===== config.mk =====
export PLATFORM = sky130hd
export DESIGN_NAME = uart_piso_tx_flat
export DESIGN_NICKNAME = d
export VERILOG_FILES = /design/src/rtl/uart_pkg.sv /design/src/rtl/uart_piso_tx_if.sv /design/src/rtl/uart_tx_fifo.sv /design/src/rtl/uart_piso_tx.sv /design/src/flat_wrapper.sv
export SDC_FILE = /design/constraint.sdc
export NUM_CORES = 1
export LEC_CHECK = 0
export CORE_UTILIZATION = 57
export CTS_BUF_LIST = sky130_fd_sc_hd__clkbuf_4 sky130_fd_sc_hd__clkbuf_8 sky130_fd_sc_hd__clkbuf_16
export DETAILED_ROUTE_END_ITERATION = 8
export PLACE_DENSITY = 0.84
export SYNTH_ARGS = -nofsm -noshare
export SYNTH_HDL_FRONTEND = slang
export SYNTH_HIERARCHICAL = 1
export SYNTH_SLANG_ARGS = --single-unit

===== constraint.sdc =====
create_clock -name baud_clk -period 3.8 [get_ports baud_clk]
set_input_delay 0.38 -clock baud_clk [delete_from_list [all_inputs] [get_ports baud_clk]]
set_output_delay 0.38 -clock baud_clk [all_outputs]
set_load 0.02 [all_outputs]

===== src/rtl/uart_pkg.sv =====
// Shared types and parity helpers for the UART transmit serializer.
package uart_pkg;

   typedef enum logic [1:0] {
      PAR_NONE  = 2'b00,
      PAR_ODD   = 2'b01,
      PAR_EVEN  = 2'b10,
      PAR_NONE2 = 2'b11
   } parity_e;

   typedef enum logic [2:0] {
      IDLE,
      START,
      DATA,
      PARITY,
      STOP
   } tx_state_e;

   function automatic logic parity_en(parity_e t);
      return (t == PAR_ODD) || (t == PAR_EVEN);
   endfunction

   // xor_red is the even-parity bit (^data); odd parity is its complement.
   function automatic logic parity_bit(logic xor_red, parity_e t);
      return (t == PAR_ODD) ? ~xor_red : xor_red;
   endfunction

endpackage


===== src/rtl/uart_piso_tx_if.sv =====
// Register-block side of the UART transmitter: write port, config, status and serial line.
interface uart_piso_tx_if #(
   parameter int unsigned DATA_BITS  = 8,
   parameter int unsigned FIFO_DEPTH = 4
);

   localparam int unsigned CNT_W = $clog2(FIFO_DEPTH) + 1;

   logic                 send;
   logic [1:0]           parity_type;
   logic                 stop_bits;
   logic                 wr_en;
   logic [DATA_BITS-1:0] wr_data;
   logic                 fifo_full;
   logic                 fifo_empty;
   logic [CNT_W-1:0]     fifo_count;
   logic                 overflow;
   logic                 data_tx;
   logic                 active_flag;
   logic                 done_flag;

   modport master (
      output send, parity_type, stop_bits, wr_en, wr_data,
      input  fifo_full, fifo_empty, fifo_count, overflow, data_tx, active_flag, done_flag
   );

   modport slave (
      input  send, parity_type, stop_bits, wr_en, wr_data,
      output fifo_full, fifo_empty, fifo_count, overflow, data_tx, active_flag, done_flag
   );

endinterface


===== src/rtl/uart_tx_fifo.sv =====
// Synchronous TX FIFO with registered count/full/empty and a dropped-write pulse.
module uart_tx_fifo #(
   parameter int unsigned DATA_BITS  = 8,
   parameter int unsigned FIFO_DEPTH = 4
) (
   input  logic                          clk,
   input  logic                          rst_n,
   input  logic                          push,
   input  logic                          pop,
   input  logic [DATA_BITS-1:0]          wdata,
   output logic [DATA_BITS-1:0]          rdata,
   output logic                          full,
   output logic                          empty,
   output logic [$clog2(FIFO_DEPTH):0]   count,
   output logic                          overflow
);

   localparam int unsigned PTR_W = $clog2(FIFO_DEPTH);
   localparam int unsigned CNT_W = PTR_W + 1;

   logic [DATA_BITS-1:0] mem_q [FIFO_DEPTH];
   logic [PTR_W-1:0]     wr_ptr_q, wr_ptr_d;
   logic [PTR_W-1:0]     rd_ptr_q, rd_ptr_d;
   logic [CNT_W-1:0]     count_q, count_d;
   logic                 full_q, empty_q, overflow_q;
   logic                 accept, do_pop;

   // A full FIFO still accepts a write when the head leaves in the same cycle.
   assign do_pop = pop && !empty_q;
   assign accept = push && (!full_q || do_pop);

   always_comb begin
      wr_ptr_d = wr_ptr_q;
      rd_ptr_d = rd_ptr_q;
      count_d  = count_q;
      if (accept) begin
         wr_ptr_d = wr_ptr_q + 1'b1;
      end
      if (do_pop) begin
         rd_ptr_d = rd_ptr_q + 1'b1;
      end
      case ({accept, do_pop})
         2'b10:   count_d = count_q + 1'b1;
         2'b01:   count_d = count_q - 1'b1;
         default: count_d = count_q;
      endcase
   end

   always_ff @(posedge clk or negedge rst_n) begin
      if (!rst_n) begin
         wr_ptr_q   <= '0;
         rd_ptr_q   <= '0;
         count_q    <= '0;
         full_q     <= 1'b0;
         empty_q    <= 1'b1;
         overflow_q <= 1'b0;
      end else begin
         wr_ptr_q   <= wr_ptr_d;
         rd_ptr_q   <= rd_ptr_d;
         count_q    <= count_d;
         full_q     <= (count_d == CNT_W'(FIFO_DEPTH));
         empty_q    <= (count_d == '0);
         overflow_q <= push && full_q && !do_pop;
      end
   end

   always_ff @(posedge clk) begin
      if (accept) begin
         mem_q[wr_ptr_q] <= wdata;
      end
   end

   assign rdata    = mem_q[rd_ptr_q];
   assign full     = full_q;
   assign empty    = empty_q;
   assign count    = count_q;
   assign overflow = overflow_q;

endmodule


===== src/rtl/uart_piso_tx.sv =====
// UART transmit serializer: FIFO-fed frame FSM shifting start/data/parity/stop bits LSB-first.
module uart_piso_tx
   import uart_pkg::*;
#(
   parameter int unsigned DATA_BITS    = 8,
   parameter int unsigned FIFO_DEPTH   = 4,
   parameter int unsigned CLKS_PER_BIT = 1
) (
   input logic           baud_clk,
   input logic           reset_n,
   uart_piso_tx_if.slave bus
);

   localparam int unsigned BAUD_W = (CLKS_PER_BIT > 1) ? $clog2(CLKS_PER_BIT) : 1;
   localparam int unsigned IDX_W  = $clog2(DATA_BITS);
   localparam logic [BAUD_W-1:0] BAUD_LAST = BAUD_W'(CLKS_PER_BIT - 1);
   localparam logic [IDX_W-1:0]  IDX_LAST  = IDX_W'(DATA_BITS - 1);

   tx_state_e            state_q, state_d;
   logic [DATA_BITS-1:0] shift_q, shift_d;
   logic [BAUD_W-1:0]    baud_q, baud_d;
   logic [IDX_W-1:0]     idx_q, idx_d;
   logic                 stop_cnt_q, stop_cnt_d;
   parity_e              par_type_q, par_type_d;
   logic                 stop2_q, stop2_d;
   logic                 par_bit_q, par_bit_d;
   logic                 done_q, done_d;

   logic                 fifo_pop;
   logic                 fifo_empty;
   logic [DATA_BITS-1:0] fifo_rdata;
   logic                 bit_end, can_load, load;
   logic                 tx_bit;
   parity_e              cfg_parity;

   uart_tx_fifo #(
      .DATA_BITS (DATA_BITS),
      .FIFO_DEPTH(FIFO_DEPTH)
   ) u_fifo (
      .clk     (baud_clk),
      .rst_n   (reset_n),
      .push    (bus.wr_en),
      .pop     (fifo_pop),
      .wdata   (bus.wr_data),
      .rdata   (fifo_rdata),
      .full    (bus.fifo_full),
      .empty   (fifo_empty),
      .count   (bus.fifo_count),
      .overflow(bus.overflow)
   );

   assign cfg_parity = parity_e'(bus.parity_type);
   assign bit_end    = (baud_q == BAUD_LAST);
   assign can_load   = bus.send && !fifo_empty;

   always_comb begin
      state_d    = state_q;
      shift_d    = shift_q;
      baud_d     = baud_q;
      idx_d      = idx_q;
      stop_cnt_d = stop_cnt_q;
      par_type_d = par_type_q;
      stop2_d    = stop2_q;
      par_bit_d  = par_bit_q;
      done_d     = 1'b0;
      load       = 1'b0;
      fifo_pop   = 1'b0;

      if (state_q != IDLE) begin
         baud_d = bit_end ? '0 : baud_q + 1'b1;
      end

      unique case (state_q)
         IDLE: begin
            load = can_load;
         end
         START: begin
            if (bit_end) begin
               state_d = DATA;
            end
         end
         DATA: begin
            if (bit_end) begin
               shift_d = shift_q >> 1;
               idx_d   = idx_q + 1'b1;
               if (idx_q == IDX_LAST) begin
                  state_d    = parity_en(par_type_q) ? PARITY : STOP;
                  stop_cnt_d = 1'b0;
               end
            end
         end
         PARITY: begin
            if (bit_end) begin
               state_d    = STOP;
               stop_cnt_d = 1'b0;
            end
         end
         STOP: begin
            if (bit_end) begin
               if (stop2_q && !stop_cnt_q) begin
                  stop_cnt_d = 1'b1;
               end else begin
                  done_d  = 1'b1;
                  state_d = IDLE;
                  load    = can_load;
               end
            end
         end
         default: state_d = IDLE;
      endcase

      // Config is sampled only here, so mid-frame changes wait for the next frame.
      if (load) begin
         fifo_pop   = 1'b1;
         state_d    = START;
         shift_d    = fifo_rdata;
         baud_d     = '0;
         idx_d      = '0;
         par_type_d = cfg_parity;
         stop2_d    = bus.stop_bits;
         par_bit_d  = parity_bit(^fifo_rdata, cfg_parity);
      end
   end

   always_ff @(posedge baud_clk or negedge reset_n) begin
      if (!reset_n) begin
         state_q    <= IDLE;
         shift_q    <= '0;
         baud_q     <= '0;
         idx_q      <= '0;
         stop_cnt_q <= 1'b0;
         par_type_q <= PAR_NONE;
         stop2_q    <= 1'b0;
         par_bit_q  <= 1'b0;
         done_q     <= 1'b0;
      end else begin
         state_q    <= state_d;
         shift_q    <= shift_d;
         baud_q     <= baud_d;
         idx_q      <= idx_d;
         stop_cnt_q <= stop_cnt_d;
         par_type_q <= par_type_d;
         stop2_q    <= stop2_d;
         par_bit_q  <= par_bit_d;
         done_q     <= done_d;
      end
   end

   always_comb begin
      tx_bit = 1'b1;
      unique case (state_q)
         START:   tx_bit = 1'b0;
         DATA:    tx_bit = shift_q[0];
         PARITY:  tx_bit = par_bit_q;
         default: tx_bit = 1'b1;
      endcase
   end

   assign bus.data_tx     = tx_bit;
   assign bus.active_flag = (state_q != IDLE);
   assign bus.done_flag   = done_q;
   assign bus.fifo_empty  = fifo_empty;

endmodule


===== src/flat_wrapper.sv =====
// flat-port wrapper written by rule: the top's interface ports become plain ports
module uart_piso_tx_flat import uart_pkg::*;
#(
   parameter int unsigned DATA_BITS    = 8,
   parameter int unsigned FIFO_DEPTH   = 4,
   parameter int unsigned CLKS_PER_BIT = 1
)
  (baud_clk, reset_n, bus_send, bus_parity_type, bus_stop_bits, bus_wr_en, bus_wr_data, bus_fifo_full, bus_fifo_empty, bus_fifo_count, bus_overflow, bus_data_tx, bus_active_flag, bus_done_flag);
  uart_piso_tx_if #(.DATA_BITS(DATA_BITS), .FIFO_DEPTH(FIFO_DEPTH)) bus_i ();
  input logic baud_clk;
  input logic reset_n;
  input wire logic [$bits(bus_i.send)-1:0] bus_send;
  input wire logic [$bits(bus_i.parity_type)-1:0] bus_parity_type;
  input wire logic [$bits(bus_i.stop_bits)-1:0] bus_stop_bits;
  input wire logic [$bits(bus_i.wr_en)-1:0] bus_wr_en;
  input wire logic [$bits(bus_i.wr_data)-1:0] bus_wr_data;
  output wire logic [$bits(bus_i.fifo_full)-1:0] bus_fifo_full;
  output wire logic [$bits(bus_i.fifo_empty)-1:0] bus_fifo_empty;
  output wire logic [$bits(bus_i.fifo_count)-1:0] bus_fifo_count;
  output wire logic [$bits(bus_i.overflow)-1:0] bus_overflow;
  output wire logic [$bits(bus_i.data_tx)-1:0] bus_data_tx;
  output wire logic [$bits(bus_i.active_flag)-1:0] bus_active_flag;
  output wire logic [$bits(bus_i.done_flag)-1:0] bus_done_flag;
  assign bus_i.send = bus_send;
  assign bus_i.parity_type = bus_parity_type;
  assign bus_i.stop_bits = bus_stop_bits;
  assign bus_i.wr_en = bus_wr_en;
  assign bus_i.wr_data = bus_wr_data;
  assign bus_fifo_full = bus_i.fifo_full;
  assign bus_fifo_empty = bus_i.fifo_empty;
  assign bus_fifo_count = bus_i.fifo_count;
  assign bus_overflow = bus_i.overflow;
  assign bus_data_tx = bus_i.data_tx;
  assign bus_active_flag = bus_i.active_flag;
  assign bus_done_flag = bus_i.done_flag;
  uart_piso_tx #(.DATA_BITS(DATA_BITS), .FIFO_DEPTH(FIFO_DEPTH), .CLKS_PER_BIT(CLKS_PER_BIT)) u_core (.baud_clk(baud_clk), .reset_n(reset_n), .bus(bus_i));
endmodule

=== Word-level counts from Yosys, hierarchy flattened ===
Memories as Yosys holds them, arrays and structs flattened.
Index checks and enable logic that the tools add are counted.

* Add/subtract/negate cells: 6
* Bitwise gates (word level): 1
* Equality and inequality tests: 24
* Mux-type cells: 36
* Reduce and logical (&&, ||, !) cells: 22

{| class="wikitable"
|+ Operators by type and width
! cell !! count
|-
| 3-bit two-way mux || 11
|-
| 8-bit two-way mux || 3
|-
| 1-bit two-way mux || 17
|-
| 3-bit case mux with 5 select lines || 1
|-
| 3-bit != test (second input constant) || 4
|-
| 3-bit equality test (second input constant) || 3
|-
| 2-bit != test (second input constant) || 4
|-
| 8-bit parity || 1
|-
| 7-bit AND reduction || 1
|-
| 3-bit by 1-bit adder with 3-bit output (second input constant) || 2
|-
| 2-bit by 1-bit equality test with 1-bit output (second input constant) || 3
|-
| 3-bit by 2-bit equality test with 1-bit output (second input constant) || 2
|-
| 1-bit logical AND || 6
|-
| 3-bit zero test || 2
|-
| 2-bit by 1-bit != test with 1-bit output (second input constant) || 3
|-
| 1-bit case mux with 3 select lines || 2
|-
| 3-bit case mux with 2 select lines || 1
|-
| 6-bit AND reduction || 1
|-
| 3-bit nonzero test || 2
|-
| 2-bit by 1-bit adder with 2-bit output (second input constant) || 2
|-
| 2-bit equality test (second input constant) || 2
|-
| 1-bit zero test || 4
|-
| 2-bit nonzero test || 2
|-
| 3-bit by 1-bit equality test with 1-bit output (second input constant) || 1
|-
| other kinds (8) || 9
|}

* Memory bits (writable): 32
* Register bits after elaboration: 31
* Logic and storage cells: 105
* Input bits: 15
* Memories: 1
* Output and inout bits: 9

{| class="wikitable"
|+ Memories
! memory !! depth !! bits a word !! rd ports !! clocked after Yosys merged registers in !! write ports !! RTL line !! source
|-
| u_core.u_fifo.mem_q || 4 || 8 || 1 || 0 || 1 || uart_tx_fifo.sv:21 || <nowiki>logic [DATA_BITS-1:0] mem_q [FIFO_DEPTH];</nowiki>
|}

=== Depth between registers and ports, before layout ===
* Depth in word-level cells: 12
* Gate-level depth with buffers: 12

=== Modules after synthesis ===
Netlist, hierarchy kept.

{| class="wikitable"
|+ Modules (own cells, without submodules)
! module !! times used !! area each (um2) !! cells an instance
|-
| uart_tx_fifo || 1 || 1741.7 || 91
|-
| uart_piso_tx || 1 || 1029.7 || 93
|}

=== Worst setup path after synthesis ===
OpenSTA, ideal clock, no wires.

* Kind: register to register
* From: register u_core.state_q[1]
* To: register u_core.u_fifo.empty_q (netlist: u_core/u_fifo/empty)
* Data required time: 3721 ps
* Cell stages (with the launch flop): 13
* Library setup time: 79 ps
* Clock period less this slack: 2804 ps
* Path slack: 996 ps
* Arrival time: 2725 ps
* Buffers on the path: 1
* Cells stage by stage: dfrtp_1 -> or4b_4 -> a21oi_4 -> buf_4 -> nand2b_4 -> a21boi_4 -> inv_1 -> ha_1 -> inv_1 -> fa_1 -> nand2_1 -> nor2_1 -> a22o_2

* Word-level cells in the longest chain between the ends: 9
* Elaborated cells between the ends (all ways): 11
* Those cells by class: 3 x eq/ne; 3 x mux; 5 x reduce/logical

{| class="wikitable"
|+ Ends and longest elaborated chain
! what !! RTL line !! source
|-
| start, declared || uart_piso_tx.sv:19 || <nowiki>tx_state_e state_q, state_d;</nowiki>
|-
| start signal, assigned || uart_piso_tx.sv:137 || <nowiki>state_q <= state_d;</nowiki>
|-
| 3-bit equality test or 3-bit zero test (tied branches) || uart_piso_tx.sv:73 || <nowiki>unique case (state_q)</nowiki>
|-
| 1-bit case mux with 2 select lines * || uart_piso_tx.sv:73 ||
|-
| 1-bit two-way mux * || uart_piso_tx.sv:113 || <nowiki>if (load) begin</nowiki>
|-
| via u_core.fifo_pop || uart_piso_tx.sv:29 || <nowiki>logic fifo_pop;</nowiki>
|-
| 1-bit logical AND * || uart_tx_fifo.sv:29 || <nowiki>assign do_pop = pop && !empty_q;</nowiki>
|-
| 1-bit logical OR || uart_tx_fifo.sv:30 || <nowiki>assign accept = push && (!full_q || do_pop);</nowiki>
|-
| 1-bit logical AND || uart_tx_fifo.sv:30 ||
|-
| 2-bit by 1-bit equality test with 1-bit output or 2-bit equality test (tied branches) || uart_tx_fifo.sv:42 || <nowiki>case ({accept, do_pop})</nowiki>
|-
| 3-bit case mux with 2 select lines * || uart_tx_fifo.sv:42 ||
|-
| 3-bit zero test * || uart_tx_fifo.sv:62 || <nowiki>empty_q <= (count_d == '0);</nowiki>
|-
| end signal, assigned || uart_tx_fifo.sv:62 ||
|-
| end, declared || uart_tx_fifo.sv:25 || <nowiki>logic full_q, empty_q, overflow_q;</nowiki>
|}

The timed path passes the listed nets; every way through them passes the cells marked *.
A chain may end at the register's enable or synchronous reset.

=== Worst setup path in the final report ===
* From: register u_core.state_q[1]
* To: register u_core.u_fifo.empty_q (netlist: u_core/u_fifo/empty)

* Word-level cells in the longest chain between the ends: 9
* Elaborated cells between the ends (all ways): 11
* Those cells by class: 3 x eq/ne; 3 x mux; 5 x reduce/logical

{| class="wikitable"
|+ Ends and longest elaborated chain
! what !! RTL line
|-
| 3-bit equality test or 3-bit zero test (tied branches) || uart_piso_tx.sv:73
|-
| 1-bit case mux with 2 select lines * || uart_piso_tx.sv:73
|-
| 1-bit two-way mux * || uart_piso_tx.sv:113
|-
| 1-bit logical AND * || uart_tx_fifo.sv:29
|-
| 1-bit logical OR || uart_tx_fifo.sv:30
|-
| 1-bit logical AND || uart_tx_fifo.sv:30
|-
| 2-bit by 1-bit equality test with 1-bit output or 2-bit equality test (tied branches) || uart_tx_fifo.sv:42
|-
| 3-bit case mux with 2 select lines * || uart_tx_fifo.sv:42
|-
| 3-bit zero test * || uart_tx_fifo.sv:62
|}

Every way passes the cells marked *; elsewhere a longest branch is shown, timed or not.

==> run_results.csv <==
group,metric,value,unit
yosys,syn_nets,207,
route,firstDrtPassIters,4,
timing,tightestPinTransition,1.09,ns
cells_and_area,final_net_count,237,
place,post_place_cells,257,
power_and_ir_drop,sequentialPowerShare,41.1,%
yosys,yosysWarningCount,6,
floorplanning,floorplan.core_area,0.00469,mm2
yosys,synth_cells,184,
power_and_ir_drop,power.switching_fraction,34.6,%
timing,fmax,0.363,GHz
yosys,synth_common_cells,"edfxtp_1, dfrtp_1, nand2_1, xnor2_1, o21ai_0",
yosys,synth_most_common_cell,"edfxtp_1",
route,drc,0,
timing,worst_hold_slack,0.430,ns
cts,cts_tree,"yes",
place,place.gp.congestion,0.783,
worst_hold_path,hp-class,"in2async",
route,detail_route.vias_per_cell,5.45,
route,vias,1488,
timing,report.final.hold_viol_count,0,
global_routing,grt_first_pass_wirelength,7.20,mm
cts,numCtsBuffers,9,
worst_setup_path,reg2reg_setup_slack,1.05,ns
yosys,async_reset_ff_share,48.4,%
power_and_ir_drop,comb_power_share,41.1,%
yosys,syn_avg_cell_area,15.1,um2
cts,cts-hold-fix-buffers,0,
timing,final_period_minus_worst_setup_slack,2.75,ns
outcome,status,"complete, no violations",
worst_setup_path,cp_data_arrival_time,3.02,ns
yosys,synth_edf_count,32,
power_and_ir_drop,p_per_area,831,mW/mm2
power_and_ir_drop,power.net_switching,0.922,mW
cts,ctsHtreeMaxLevel,3,
yosys,ys_ff_latch,62,
cts,post_cts_repair_setup_buffers,0,
place,total_of_buffers_placed_on_input_and_output_ports,23,
global_routing,global_route_usage_over_all_layers,19.6,%
cts,clk_pin_slew_worst_paths,0.07,ns
timing,max_slew_margin,27.2,%
timing,report.final.slew_viol_count,0,
yosys,post_synth_main_area_contributors,"edfxtp_1, dfrtp_1, mux4_1, xnor2_1, ha_1",
timing,timing.setup.tns,0,ns
worst_setup_path,timing.critical_path.fanout_max,8,
timing,post-route-period-util,72.4,%
place,dp_hpwl,2.94,mm
power_and_ir_drop,internal_power,1.74,mW
yosys,yosysSeqAreaShare,61.8,%
worst_setup_path,critPathRequiredTime,4.07,ns
yosys,ys_dominant_reg_cell,"edfxtp_1",
power_and_ir_drop,fin_total_pwr,2.66,mW
timing,finClkSkew,0.00704,ns
floorplanning,dieWidth,71.7,um
yosys,synth.top_cell.area_share,34.7,%
global_routing,global_route.overflow_total,0,
floorplanning,fp-row-count,25,
worst_setup_path,crit-reg2reg-launch,"u_core/state_q[1]",
power_and_ir_drop,leakagePower,1.28,nW
flow_run,maxCapViolCount,0,
route,drt_first_iter_violations,70,
worst_setup_path,cp-startpoint,"u_core/state_q[1]",
floorplanning,die_height,71.7,um
worst_setup_path,cp-end-kind,"register",
cts,clk_latency,0.33,ns
cts,number_of_cells_upsized_or_downsized_after_cts,0,
route,wl_per_cell,15.7,um
global_routing,number_of_global_route_vias_before_repair,1546,
floorplanning,floorplan.initialDensity,59.1,%
power_and_ir_drop,power_frac_clock,17.8,%
power_and_ir_drop,worst_ir_drop_vdd,0.400,mV
cells_and_area,synthToLayoutAreaGrowth,15.6,%
yosys,syn_std_cell_area,0.00277,mm2
cells_and_area,final.fill_count,345,
cells_and_area,stdcell_count,273,
cts,bufs_on_longest_clock_path,2,
floorplanning,pin_count,24,
global_routing,antenna_found_initial,0,
cells_and_area,final_layout_size_suffix_gt1_share,13.7,%
cells_and_area,final_core_occ,68.3,%
timing,rsz0062_at_grt,"false",
worst_setup_path,cp-start-kind,"register",
yosys,synthDistinctLibCells,41,
worst_setup_path,ws_path_type,"reg2reg",
cts,cts.sinks,62,
route,antenna_nets_post_route,0,
cts,cts-root-buf,"clkbuf_8",
floorplanning,die_area,0.00515,mm2
yosys,synth_top_cell_by_area,"edfxtp_1",
cells_and_area,n_antenna_cell,0,
timing,finalSetupViolations,0,
route,finalWirelength,4.29,mm
global_routing,grt_start_max_net_pins,31,
[layer usage]
layer | GRT usage, % | part of all wire, % | up-vias | wire length [um]
met5 | 0 | 0 | - | 0
met4 | 9.37 | 1.3 | 0 | 57
met3 | 7.03 | 4.3 | 6 | 184
met1 | 23.8 | 45 | 722 | 1940
met2 | 31.4 | 49 | 27 | 2110
li1 | - | - | 733 | -
[per-stage QoR]
step                worst slack [ns]  area [um2]
floorplan                      0.996        2770
global placement               0.788        3040
detailed placement             0.737        3040
CTS                             1.04        3200
global route                   0.881        3200
finish                          1.05        3200
[cell families (layout without fill, tap and decap cells)]
family	count (synthesis)	after routing	synth area share, %
compound gates	25	25	6.77
xor+xnor	16	16	5.55
fa+ha+maj	8	8	3.88
buf+inv	15	50	2.89
flops	62	62	61.8
mux	20	20	12.0
simple gates	38	38	7.09
[layout make-up]
cell class                 count  area (um2)  share of cell area, %
clock buffer                   9         124                   3.87
clock inverter                 7        41.3                   1.29
inverter                       9        33.8                   1.05
multi-input combinational    107         978                   30.5
sequential                    62        1710                   53.5
tap                           54        67.6                   2.11
timing repair buffer          25         245                   7.66
[registers in the layout, summed over array words and instances (netlist names), 2 cells and up]
signal / cells
u_core/u_fifo/mem_q: 32
u_core/u_fifo/count: 3
u_core/idx_q: 3
u_core/state_q: 3
u_core/u_fifo/rd_ptr_q: 2
u_core/u_fifo/wr_ptr_q: 2
u_core/shift_q: 8
u_core/par_type_q: 2
[worst paths after layout]
kind / endpoint / depth (start not counted)
worst max register to register: u_core/u_fifo/empty / 11
worst min-delay path: u_core/state_q[1] / 2
worst max-delay path: u_core/u_fifo/empty / 11
max in group asynchronous: u_core/u_fifo/empty / 2
worst min register to register: u_core/shift_q[0] / 1
min in group baud_clk: u_core/shift_q[0] / 1
[layout by cell type, fill, tap and decap left out, drive strengths merged, types with 2 or more instances in the layout]
| master | count |
|---|---|
| nand2 | 13 |
| buf | 2 |
| mux2i | 7 |
| mux2 | 5 |
| a21o | 3 |
| o31ai | 2 |
| nor2b | 2 |
| clkbuf | 9 |
| nand2b | 3 |
| xor2 | 2 |
| inv | 9 |
| o21ai | 10 |
| ha | 7 |
| xnor2 | 13 |
| a22o | 4 |
| clkinv | 4 |
| and2 | 4 |
| nor2 | 10 |
| a21oi | 4 |
| clkinvlp | 3 |
| edfxtp | 32 |
| clkdlybuf4s50 | 23 |
| mux4 | 8 |
| dfrtp | 29 |
[power groups by stage]
stage | clock network, mW | registers (mW) | logic, mW
detailed placement | 0 | 1.11 | 1.10
global route | 0.508 | 1.13 | 1.21
finish | 0.474 | 1.09 | 1.09
floorplan | 0 | 1.06 | 0.899
global placement | 0 | 1.10 | 1.07
CTS | 0.490 | 1.10 | 1.10
[worst max-delay path, stage by stage (launching register included)]
cell	delay [ns]
dfrtp_1	0.46
or4b_4	0.55
a21oi_4	0.16
nand2b_4	0.09
a21boi_4	0.23
inv_1	0.07
ha_1	0.22
inv_1	0.08
fa_1	0.43
nand2_1	0.10
nor2_1	0.05
a22o_2	0.23
No activity file was read; power rests on OpenSTA's default activity.
==> patch 1 (same settings) <==
Take the reset off `shift_q` and load it in a clocked block of its own.
--- a/src/rtl/uart_piso_tx.sv
+++ b/src/rtl/uart_piso_tx.sv
@@ -125,7 +125,6 @@
    always_ff @(posedge baud_clk or negedge reset_n) begin
       if (!reset_n) begin
          state_q    <= IDLE;
-         shift_q    <= '0;
          baud_q     <= '0;
          idx_q      <= '0;
          stop_cnt_q <= 1'b0;
@@ -135,7 +134,6 @@
          done_q     <= 1'b0;
       end else begin
          state_q    <= state_d;
-         shift_q    <= shift_d;
          baud_q     <= baud_d;
          idx_q      <= idx_d;
          stop_cnt_q <= stop_cnt_d;
@@ -144,6 +142,10 @@
          par_bit_q  <= par_bit_d;
          done_q     <= done_d;
       end
+   end
+
+   always_ff @(posedge baud_clk) begin
+      shift_q <= shift_d;
    end
 
    always_comb begin
Formal check against the unedited RTL: no difference found for any inputs over 10 cycles, from zero or initial values and one cycle with reset_n low; that may be too few to reach the edited logic, so the function may still have changed.
==> patch 1 against the original RTL <==
  * Critical path depth rose by 1
  * Non-clock buffer count down 2
  * Sequential share of layout area is 0.60 points higher
  * Sequential cell count is the same
  * First-iteration DRC count rose by 23%
  * Clock skew shrank 0.0030 ns
  * Count of clock-buffer cells in the layout is 1 higher
  * Setup slack lost 0.29 ns
  * Area after synthesis shrank 0.32%
  * Total power is 7.0% higher
  * Routed wire length rose by 3.9%
  * Final area rose by 1.2%
==> patch 1: results (changes against the original RTL) <==
Synthesis
  • Post-synth ARST share: 35.5% (was 48.4%)
  • Synth unique cells: 40 (was 41)
  • Number of flops mapped to enable cells by yosys: 40 (was 32)
  • Syn nets: 216 (was 207)
  • Most frequent cells after synthesis: 40 x edfxtp_1, 40 x nand2_1, 21 x dfrtp_1 (was 32 x edfxtp_1, 29 x dfrtp_1, 13 x nand2_1, 13 x xnor2_1, 10 x o21ai_0)
  • Syn_area_per_cell: 14.3 sq um (was 15.1 sq um)
  • Top cells by area, synth: edfxtp_1 43%, dfrtp_1 19%, mux4_1 6.7%, nand2_1 5.4%, xnor2_1 3.8% (was edfxtp_1 35%, dfrtp_1 26%, mux4_1 6.6%, xnor2_1 4.1%, ha_1 3.2%)
  • Register area share after synthesis: 63.5% (was 61.8%)

STA
  • Fin crit period: 3.04 ns (was 2.75 ns)
  • Max Clock Skew: 0.00407 ns (was 0.00704 ns)
  • Final hold slack: 0.489 ns (was 0.430 ns)

Cells and area
  • Share of cells above drive strength 1: 10.6% (was 13.7%)
  • Final non-filler cell total: 278 (was 273)
  • Final #Nets: 245 (was 237)

Setup path
  • Max FO, Critical Path: 15 (was 8)
  • R2R Path End: u_core/u_fifo/full (was u_core/u_fifo/empty)
  • Reg2reg setup slack: 0.76 ns (was 1.05 ns)
  • Top Family by Delay on Critical Path: compound AO/OA/AOI/OAI gates (was simple AND/OR/NAND/NOR gates)

Route
  • Detailed Route WL: 4460 microns (was 4290 microns)
  • Via density: 5.41 (was 5.45)
  • Met3 WL post-DR: 151 microns (was 184 microns)
  • Met2 Wirelength: 2150 microns (was 2110 microns)
  • M1 WL: 2050 microns (was 1940 microns)

Placement
  • DP Worst Slack: 0.537 ns (was 0.737 ns)
  • Placed cell count: 263 (was 257)
  • Hpwl dp: 2910 microns (was 2940 microns)
  • Placer Congestion: 0.768 (was 0.783)
  • Placed Area: 3010 sq um (was 3040 sq um)

Status
  • Outcome: finished, final reports clean (unchanged)

Worst hold path
  • Worst Hold Class: reg2reg (was in2async)

Power and ir drop
  • VDD IR max: 0.556 mV (was 0.400 mV)
  • Static Leakage: 0.00132 uW (was 0.00128 uW)

Global route
  • Met3 Track Usage GR: 6.33% (was 7.03%)
  • Global-route wire length before repair: 7270 microns (was 7200 microns)
  • Met2 Usage GRT: 31.3% (was 31.4%)
  • All-Layer GR Usage: 20.1% (was 19.6%)
## patch 1: cell types whose count changed after synthesis, moves of 3 or more
cell | unedited run | this run
nand2_1 | 13 | 40
dfrtp_1 | 29 | 21
edfxtp_1 | 32 | 40
mux2i_1 | 7 | 0
o21ai_0 | 10 | 7
## patch 1: area by class of cell
cell class                      count  area (sq um)
Sequential cell                    62          1750
Inverter                           10          42.5
Fill cell                         291          1260
Timing Repair Buffer               23           230
Clock buffer                       10           131
Tap cell                           52          65.1
Multi-Input combinational cell    116           921
Clock inverter                      5          98.8
## patch 1: power by group
part / switching [uW] / internal [uW] / total (uW)
Combinational: 529 / 514 / 1040
Clock: 238 / 436 / 674
Sequential: 156 / 975 / 1130
Total: 923 / 1930 / 2850
## patch 1: cell families after synthesis
logic type,share of synthesized area [%]
multiplexers,7.88
buffers and inverters,3.22
XOR/XNOR,5.57
AND/OR/NAND/NOR,10.6
flip-flops,63.5
adder cells (fa/ha/maj),3.89
AO/OA/AOI/OAI,5.34
==> patch 2 (same settings) <==
Without the edit above. `FIFO_DEPTH` is set to 4 in 4 places; all go to 8.
--- a/src/rtl/uart_piso_tx_if.sv
+++ b/src/rtl/uart_piso_tx_if.sv
@@ -1,7 +1,7 @@
 // Register-block side of the UART transmitter: write port, config, status and serial line.
 interface uart_piso_tx_if #(
    parameter int unsigned DATA_BITS  = 8,
-   parameter int unsigned FIFO_DEPTH = 4
+   parameter int unsigned FIFO_DEPTH = 8
 );
 
    localparam int unsigned CNT_W = $clog2(FIFO_DEPTH) + 1;
--- a/src/rtl/uart_tx_fifo.sv
+++ b/src/rtl/uart_tx_fifo.sv
@@ -1,7 +1,7 @@
 // Synchronous TX FIFO with registered count/full/empty and a dropped-write pulse.
 module uart_tx_fifo #(
    parameter int unsigned DATA_BITS  = 8,
-   parameter int unsigned FIFO_DEPTH = 4
+   parameter int unsigned FIFO_DEPTH = 8
 ) (
    input  logic                          clk,
    input  logic                          rst_n,
--- a/src/rtl/uart_piso_tx.sv
+++ b/src/rtl/uart_piso_tx.sv
@@ -3,7 +3,7 @@
    import uart_pkg::*;
 #(
    parameter int unsigned DATA_BITS    = 8,
-   parameter int unsigned FIFO_DEPTH   = 4,
+   parameter int unsigned FIFO_DEPTH   = 8,
    parameter int unsigned CLKS_PER_BIT = 1
 ) (
    input logic           baud_clk,
--- a/src/flat_wrapper.sv
+++ b/src/flat_wrapper.sv
@@ -2,7 +2,7 @@
 module uart_piso_tx_flat import uart_pkg::*;
 #(
    parameter int unsigned DATA_BITS    = 8,
-   parameter int unsigned FIFO_DEPTH   = 4,
+   parameter int unsigned FIFO_DEPTH   = 8,
    parameter int unsigned CLKS_PER_BIT = 1
 )
   (baud_clk, reset_n, bus_send, bus_parity_type, bus_stop_bits, bus_wr_en, bus_wr_data, bus_fifo_full, bus_fifo_empty, bus_fifo_count, bus_overflow, bus_data_tx, bus_active_flag, bus_done_flag);
Ports: changed (resized bus_fifo_count); port bits go from 24 to 25. The function was not compared with the original's and may differ.
==> patch 2 against the original RTL <==
  * Core utilization decreased by 2.0 points
  * Count of clock-buffer cells in the layout increased by 2
  * Sequential share of layout area increased by 4.0 points
  * Total power increased by 42%
  * Setup slack got worse by 0.58 ns
  * Sequential cell count increased by 35
  * Area after synthesis increased by 53%
  * Routed wire length increased by 67%
  * Non-clock buffer count increased by 11
  * Final area increased by 49%
==> patch 2: results (changes against the original RTL) <==
Cells and area
  • Clock buf/inv share: 3.72% (was 5.16%)
  • Sequential portion of the cell area: 57.5% (was 53.5%)
  • Clock buffer cells: 11 (was 9)
  • Inverters: 3 (was 9)
  • Count of multi-input gates: 145 (was 107)
  • Buffering overhead: 6.91% (was 7.66%)
  • Multi-input gate area: 1390 sq um (was 978 sq um)
  • Plain + repair buffers: 36 (was 25)
  • FF+latch count: 97 (was 62)
  • Share of cells above drive strength 1: 15.2% (was 13.7%)
  • FILL cells: 496 (was 345)
  • Final #Nets: 314 (was 237)
  • Max reg flops: 64 (was 32)

Synthesis
  • Most frequent cells after synthesis: 64 x edfxtp_1, 32 x dfrtp_1, 16 x mux4_1, 16 x nand2_1 (was 32 x edfxtp_1, 29 x dfrtp_1, 13 x nand2_1, 13 x xnor2_1, 10 x o21ai_0)
  • Post-synth ARST share: 34.0% (was 48.4%)
  • Number of flops mapped to enable cells by yosys: 64 (was 32)
  • Top cells by area, synth: edfxtp_1 45%, dfrtp_1 19%, mux4_1 9.9%, mux2_2 3.2%, xnor2_1 2.3% (was edfxtp_1 35%, dfrtp_1 26%, mux4_1 6.6%, xnor2_1 4.1%, ha_1 3.2%)
  • Register area share after synthesis: 65.0% (was 61.8%)
  • Yosys Warn Count: 6 (unchanged)
  • Syn nets: 278 (was 207)
  • Synth unique cells: 44 (was 41)

Clock tree
  • Clk slew on worst S/H paths: 0.09 ns (was 0.07 ns)
  • Clock root cell: clkbuf_8 (unchanged)
  • Worst-skew pair later-pin latency: 0.36 ns (was 0.33 ns)

Global route
  • Antenna violations before repair: 0 (unchanged)
  • Global-route wire length before repair: 11200 microns (was 7200 microns)
  • Total gr overflow: 0 (unchanged)
  • Vias in the first global route: 2223 (was 1546)
  • Pin count of the biggest net entering global routing: 34 (was 31)
  • All-Layer GR Usage: 20.4% (was 19.6%)

Setup path
  • Reg2reg setup slack: 0.47 ns (was 1.05 ns)
  • WP data arrival: 3.59 ns (was 3.02 ns)
  • R2R Path End: u_core/u_fifo/full (was u_core/u_fifo/empty)
  • Reg2Reg Depth: 12 (was 11)

Placement
  • # port buffers: 24 (was 23)
  • Placer Congestion: 0.755 (was 0.783)
  • Hpwl dp: 4630 microns (was 2940 microns)

STA
  • Slew @ Worst Pin: 1.01 ns (was 1.09 ns)
  • Max Clock Skew: 0.00895 ns (was 0.00704 ns)
  • Final hold slack: 0.419 ns (was 0.430 ns)

Power and ir drop
  • Reg power frac: 44.1% (was 41.1%)
  • Internal power: 2500 uW (was 1740 uW)
  • Combinational power: 1500 uW (was 1090 uW)
  • Static Leakage: 0.00181 uW (was 0.00128 uW)
  • VDD IR max: 0.369 mV (was 0.400 mV)

Route
  • Drt first-iter violations: 140 (was 70)
  • Via density: 5.55 (was 5.45)
  • Detailed Route WL: 7150 microns (was 4290 microns)

Status
  • Outcome: finished, final reports clean (unchanged)
==> patch 2: worst max-delay path by stage <==
stage | end | start
after floorplan | u_core/u_fifo/full | u_core/state_q[1]
after global routing | u_core/u_fifo/full | u_core/state_q[1]
after detailed placement | u_core/u_fifo/full | bus_send
final | u_core/u_fifo/full | u_core/state_q[1]
after CTS | u_core/u_fifo/full | u_core/state_q[1]
after global placement | u_core/u_fifo/full | bus_send
==> patch 2: cell families (layout without fill, tap and decap cells) <==
family	Yosys count	count (layout)	synth area share (%)
buffers and inverters	14	55	2.19
muxes	37	37	15.3
xor gates and xnor gates	18	18	4.41
and+or+nand+nor	55	55	6.59
adders and majority gates	7	7	2.07
DFF	97	97	65.0
AOI/OAI and AO/OA	28	28	4.47
==> patch 2: per-stage QoR <==
step / setup slack, ns / area, sq um / util, % / cells / power [uW]
2_1_floorplan: 0.250 / 4230 / - / 256 / 2810
3_3_place_gp: 0.297 / 4600 / 63.8 / 380 / 3120
3_5_place_dp: 0.175 / 4600 / 63.8 / 380 / 3200
4_1_cts: 0.457 / 4780 / 66.3 / 396 / 3800
5_1_grt: 0.263 / 4780 / 66.3 / 396 / 3990
6_report: 0.471 / 4780 / 66.3 / 396 / 3770
==> patch 2: critical path: stages (launching register included) <==
cell and delay [ns]:
dfrtp_1 0.46, or4b_4 0.55, a21oi_4 0.13, nand2b_1 0.15, a21boi_1 0.24, inv_1 0.15, ha_1 0.31, xor2_1 0.19
ha_1 0.19, a21oi_1 0.21, xor3_1 0.27, a31oi_1 0.21, o21ba_2 0.18
==> patch 2: routing by layer <==
layer / routed length (microns) / track usage (%)
met2: 3640 / 34.6
met5: 0 / 0
met3: 288 / 6.03
met1: 3130 / 25.1
met4: 91 / 7.33
